$ cat config.mk
export PLATFORM = sky130hd
export DESIGN_NAME = shrimp_regfile_wb_arbiter
export DESIGN_NICKNAME = d
export VERILOG_FILES = /design/src/rtl/shrimp_pkg.sv /design/src/rtl/shrimp_rr_arbiter.sv /design/src/rtl/shrimp_regfile_wb_arbiter.sv
export SDC_FILE = /design/constraint.sdc
export NUM_CORES = 1
export LEC_CHECK = 0
export CAP_MARGIN = 0
export CORE_MARGIN = 8
export CORE_UTILIZATION = 43
export CTS_CLUSTER_DIAMETER = 40
export DETAILED_ROUTE_END_ITERATION = 10
export PLACE_DENSITY = 0.79
export SLEW_MARGIN = 20
export SYNTH_ARGS = -nofsm -noshare
export SYNTH_HDL_FRONTEND = slang
export SYNTH_HIERARCHICAL = 1
export SYNTH_SLANG_ARGS = --single-unit
$ cat constraint.sdc
create_clock -name clock -period 6.83 [get_ports clock]
set_input_delay 0.683 -clock clock [delete_from_list [all_inputs] [get_ports clock]]
set_output_delay 0.683 -clock clock [all_outputs]
set_load 0.02 [all_outputs]
$ cat src/rtl/shrimp_pkg.sv
// Shared constants and types for the shrimp register file and the blocks
// that write into it.
package shrimp_pkg;

    localparam int ADDR_W   = 4;
    localparam int DATA_W   = 8;
    localparam int NUM_REGS = 2 ** ADDR_W;

    typedef logic [ADDR_W-1:0] reg_addr_t;
    typedef logic [DATA_W-1:0] reg_data_t;

endpackage

$ cat src/rtl/shrimp_rr_arbiter.sv
// Round-robin arbiter with a registered "last winner" pointer.
// The search starts one past the previous winner and wraps modulo NUM_REQ.
// When advance is low no grant is issued and the pointer holds.
module shrimp_rr_arbiter #(
    parameter int NUM_REQ = 3,
    localparam int PTR_W  = (NUM_REQ > 1) ? $clog2(NUM_REQ) : 1
) (
    input  logic               clock,
    input  logic               reset_n,
    input  logic [NUM_REQ-1:0] req,
    input  logic               advance,
    output logic [NUM_REQ-1:0] grant,
    output logic [PTR_W-1:0]   grant_idx,
    output logic               granted
);

    logic [PTR_W-1:0] last_grant;

    // Combinational search starting after the previous winner.
    always_comb begin
        int idx;
        idx       = 0;
        grant     = '0;
        grant_idx = last_grant;
        granted   = 1'b0;
        if (advance) begin
            for (int k = 1; k <= NUM_REQ; k++) begin
                idx = (int'(last_grant) + k) % NUM_REQ;
                if (!granted && req[idx]) begin
                    grant[idx] = 1'b1;
                    grant_idx  = PTR_W'(idx);
                    granted    = 1'b1;
                end
            end
        end
    end

    // Pointer resets to the last requester so requester 0 wins first.
    always_ff @(posedge clock or negedge reset_n) begin
        if (!reset_n) begin
            last_grant <= PTR_W'(NUM_REQ - 1);
        end else if (granted) begin
            last_grant <= grant_idx;
        end
    end

endmodule

$ cat src/rtl/shrimp_regfile_wb_arbiter.sv
// Shares the single regfile write port among NUM_REQ writeback requesters
// and keeps a pending-write scoreboard for decode hazard checks.
// The write port is registered, so the regfile commits one cycle after the
// grant; the scoreboard bit clears on that same commit edge.
module shrimp_regfile_wb_arbiter
    import shrimp_pkg::*;
#(
    parameter int NUM_REQ  = 3,
    parameter int ADDR_W   = shrimp_pkg::ADDR_W,
    parameter int DATA_W   = shrimp_pkg::DATA_W,
    parameter int NUM_REGS = shrimp_pkg::NUM_REGS
) (
    input  logic                      clock,
    input  logic                      reset_n,
    input  logic [NUM_REQ-1:0]        wb_valid,
    input  logic [NUM_REQ*ADDR_W-1:0] wb_addr,
    input  logic [NUM_REQ*DATA_W-1:0] wb_data,
    output logic [NUM_REQ-1:0]        wb_ready,
    input  logic                      wb_stall,
    input  logic                      claim_valid,
    input  logic [ADDR_W-1:0]         claim_addr,
    output logic                      claim_ready,
    input  logic [ADDR_W-1:0]         rd_a_addr,
    input  logic [ADDR_W-1:0]         rd_b_addr,
    output logic                      rd_a_busy,
    output logic                      rd_b_busy,
    output logic [ADDR_W-1:0]         reg_w_addr,
    output logic [DATA_W-1:0]         reg_w_val,
    output logic                      reg_w_enable,
    output logic [NUM_REGS-1:0]       pending
);

    localparam int PTR_W = (NUM_REQ > 1) ? $clog2(NUM_REQ) : 1;

    logic [NUM_REQ-1:0]  grant;
    logic [PTR_W-1:0]    win_idx;
    logic                transfer;
    logic [ADDR_W-1:0]   win_addr;
    logic [DATA_W-1:0]   win_data;

    logic                vld_p1;
    logic [ADDR_W-1:0]   addr_p1;
    logic [DATA_W-1:0]   data_p1;

    logic [NUM_REGS-1:0] pend_q;
    logic [NUM_REGS-1:0] pend_next;
    logic                claim_take;
    logic                retire_hit;

    shrimp_rr_arbiter #(
        .NUM_REQ (NUM_REQ)
    ) u_arb (
        .clock     (clock),
        .reset_n   (reset_n),
        .req       (wb_valid),
        .advance   (~wb_stall),
        .grant     (grant),
        .grant_idx (win_idx),
        .granted   (transfer)
    );

    assign wb_ready = grant;
    assign win_addr = wb_addr[win_idx*ADDR_W +: ADDR_W];
    assign win_data = wb_data[win_idx*DATA_W +: DATA_W];

    // Stage p0 -> p1: capture the winning write; addr/data hold when idle.
    always_ff @(posedge clock or negedge reset_n) begin
        if (!reset_n) begin
            vld_p1  <= 1'b0;
            addr_p1 <= '0;
            data_p1 <= '0;
        end else begin
            vld_p1 <= transfer;
            if (transfer) begin
                addr_p1 <= win_addr;
                data_p1 <= win_data;
            end
        end
    end

    assign reg_w_enable = vld_p1;
    assign reg_w_addr   = addr_p1;
    assign reg_w_val    = data_p1;

    // A register being retired this cycle may be re-claimed at once.
    assign retire_hit  = vld_p1 && (addr_p1 == claim_addr);
    assign claim_ready = ~pend_q[claim_addr] | retire_hit;
    assign claim_take  = claim_valid & claim_ready;

    // Scoreboard update: clear on commit first, then set, so set wins.
    always_comb begin
        pend_next = pend_q;
        if (vld_p1) begin
            pend_next[addr_p1] = 1'b0;
        end
        if (claim_take) begin
            pend_next[claim_addr] = 1'b1;
        end
    end

    // Scoreboard register.
    always_ff @(posedge clock or negedge reset_n) begin
        if (!reset_n) begin
            pend_q <= '0;
        end else begin
            pend_q <= pend_next;
        end
    end

    assign pending   = pend_q;
    assign rd_a_busy = pend_q[rd_a_addr];
    assign rd_b_busy = pend_q[rd_b_addr];

endmodule

==> summary.md <==
| Metric | Value |
|---|---|
| Setup tns final | 0 ps |
| Max cap viols | 0 |
| GRT Util Overall | 0.176 |
| R2R depth | 11 |
| Num CTS Buffers | 5 |
| Post-synth top cells | dfrtp_1 (30), a21oi_1 (26), nor2_1 (25) |
| WL per Instance | 17.0 µm |
| Yosys warning count | 6 |
| Post-CTS resize count | 0 |
| Cell Pwr Density | 479 nW/µm² |
| Nets | 379 |
| CP Class | reg -> out |
| Minimum clock period | 3830 ps |
| Clk root buf | clkbuf_8 |
| Clock Skews | 10.1 ps |
| VDD IR max | 275 µV |
| Core Rows | 26 |
| CTS Hold Buffers Added | 0 |
| GRT overflow | 0 |
| Wl on met1 | 2940 µm |
| Register area share after synthesis | 0.335 |
| Most area-consuming cells after synthesis | dfrtp_1 (32%), mux4_2 (12%), mux2i_1 (9.9%) |
| Die width | 89.5 µm |
| Asr flop ratio synth | 1.00 |
| Final Wtd Congestion | 0.903 |
| Cell with the most instances after synthesis | dfrtp_1 |
| PortBufs | 89 |
| Hold Path Class | reg -> reg |
| Initial Util | 0.449 |
| Wire length on met3 | 786 µm |
| Vias in the first global route | 2246 |
| Status | completed |
| Vias after detailed routing | 2221 |
| DRC | 0 |
| TritonCTS clock tree | built |
| H-tree Lvls | 2 |
| RSZ-0062 raised after global routing | false |
| Met2 wire len | 2870 µm |
| Worst r2r dst | reg_w_addr[1] |
| Worst Path Arrival | 3150 ps |
| Antenna-violating nets left | 0 |
| # clock sinks | 31 |
| Ys flop type | dfrtp_1 |
| Synth Instances | 233 |
| Critical Path RT | 6150 ps |
| Synthesized flop and latch total | 31 |
| Die span in y | 89.5 µm |
| Syn nets | 292 |
| First DRT Iteration DRCs | 291 |
| Setup Fix Bufs, Post-CTS | 0 |
| Netlist cell types | 43 |
| Area delta synth->final | 43.8% |
| Final hold violations | 0 |
| Crit Path Max Fanout | 11 |
| DP HPWL | 5220 µm |
| Hold Crit Depth | 2 |
| Reg2Reg Setup Slack | 3080 ps |
| Fill count | 428 |
| Fmax | 261 MHz |
| Beginning of the worst hold path | reg_w_val[0] |
| First-pass GRT wire length | 10900 µm |
| Core Area | 5170 µm² |
| Period utilization | 0.561 |
| Routed wire length | 6650 µm |
| WHS Endpoint | reg_w_val[0] |
| CP startpoint kind | flip-flop |
| Pin count of the biggest net entering global routing | 32 |
| Mapped Area | 2320 µm² |
| Worst-margin pin slew | 720 ps |
| Max-slew headroom | 0.519 |
| WHS | 523 ps |
| R2R Path Start | u_arb/last_grant[0] |
| Ports | 90 |
| Leak | 1.29 nW |
| Crit end category | primary output |
| Die area | 8000 µm² |
| Setup violators final | 0 |
| Synth top area share | 0.323 |
| Layout cells sized above 1 | 0.106 |
| Max Slew Vio Count | 0 |
| PnR worst setup slack | 3000 ps |
| N_diodes | 0 |
| Mapped Avg Cell Area | 9.96 µm² |
| Drt first pass iters | 4 |
| Vias per cell | 5.68 |
| CTS max path bufs | 2 |
| Pre-CTS WS | 2800 ps |
| Worst skew pair latency | 290 ps |
| Number of enable flip-flop cells after synthesis | 0 |
| Initial antenna violation count | 0 |
| Post-synth top area cell | dfrtp_1 |
| Top Layer Used | met4 |
| Clock slew at reported path FFs | 60 ps |
per-layer routing:
metal  track usage  vias up
met5             0        -
met4        0.0423        0
met3        0.0735        6
met2         0.262      116
met1         0.231     1042
li1              -     1057
report_power, final:
part / switching, W / total, W / internal [W]
logic: 0.000556 / 0.00106 / 0.000506
registers: 0.000116 / 0.000397 / 0.000282
clock network: 0.0000653 / 0.000138 / 0.0000723
worst max-delay path, cell delays in order (launching register included):
cell	delay, ps
dfrtp_1	380
inv_1	100
ha_1	490
mux2_2	380
a222oi_1	580
nand3_1	140
a31oi_1	180
clkdlybuf4s50_1	620
cell type report:
| class | count | area, µm² | share of cell area |
|---|---|---|---|
| Multi-Input combinational cell | 182 | 1450 | 0.434 |
| Timing Repair Buffer | 93 | 918 | 0.275 |
| Tap cell | 70 | 87.6 | 0.0262 |
| Inverter | 7 | 26.3 | 0.00787 |
| Clock buffer | 8 | 80.1 | 0.0240 |
| Sequential cell | 31 | 777 | 0.233 |
registers in the layout, summed over array words and instances, names as in the netlist:
name,cells
pending,16
reg_w_addr,4
reg_w_enable,1
reg_w_val,8
u_arb/last_grant,2
cells in the final DEF (no fill, tap or decap), types with 2 or more instances in the layout:
cell type,n
a31oi_4,3
nor3_1,2
nor2_1,25
nand3b_1,5
nand2b_1,4
dfrtp_1,30
a221oi_1,2
or2_2,2
inv_1,7
ha_1,4
xor2_1,3
clkbuf_8,5
a22oi_1,3
clkdlybuf4s50_1,89
o31ai_1,13
a31oi_1,2
clkbuf_1,3
a21oi_1,26
or3b_2,2
buf_4,3
nor2b_1,3
nand2_1,6
o41ai_1,4
o21ai_0,18
mux2i_1,23
and3_1,2
nand3_1,5
mux4_2,12
worst max-delay path by stage:
stage,start,cells after the start,end
after global routing,u_arb/last_grant[0],11,reg_w_val[2]
after global placement,wb_valid[1],6,wb_ready[0]
after floorplan,u_arb/last_grant[1],11,reg_w_addr[0]
after detailed placement,wb_valid[1],6,wb_ready[0]
final,u_arb/last_grant[0],7,wb_ready[0]
after CTS,u_arb/last_grant[0],7,wb_ready[0]
logic make-up after synthesis:
logic type               synth area share
flip-flops                          0.335
adder cells (fa/ha/maj)            0.0216
buffers and inverters              0.0480
XOR/XNOR                           0.0151
AO/OA/AOI/OAI                       0.218
AND/OR/NAND/NOR                     0.135
multiplexers                        0.227
metrics by stage:
step | std cells | utilization | power [W] | instance area [µm²]
2_1_floorplan | 233 | - | 0.00106 | 2320
3_3_place_gp | 382 | 0.627 | 0.00143 | 3240
3_5_place_dp | 382 | 0.627 | 0.00145 | 3240
4_1_cts | 390 | 0.642 | 0.00159 | 3320
5_1_grt | 391 | 0.645 | 0.00172 | 3340
6_report | 391 | 0.645 | 0.00160 | 3340
Note: power is estimated with default switching activity, not from simulation.
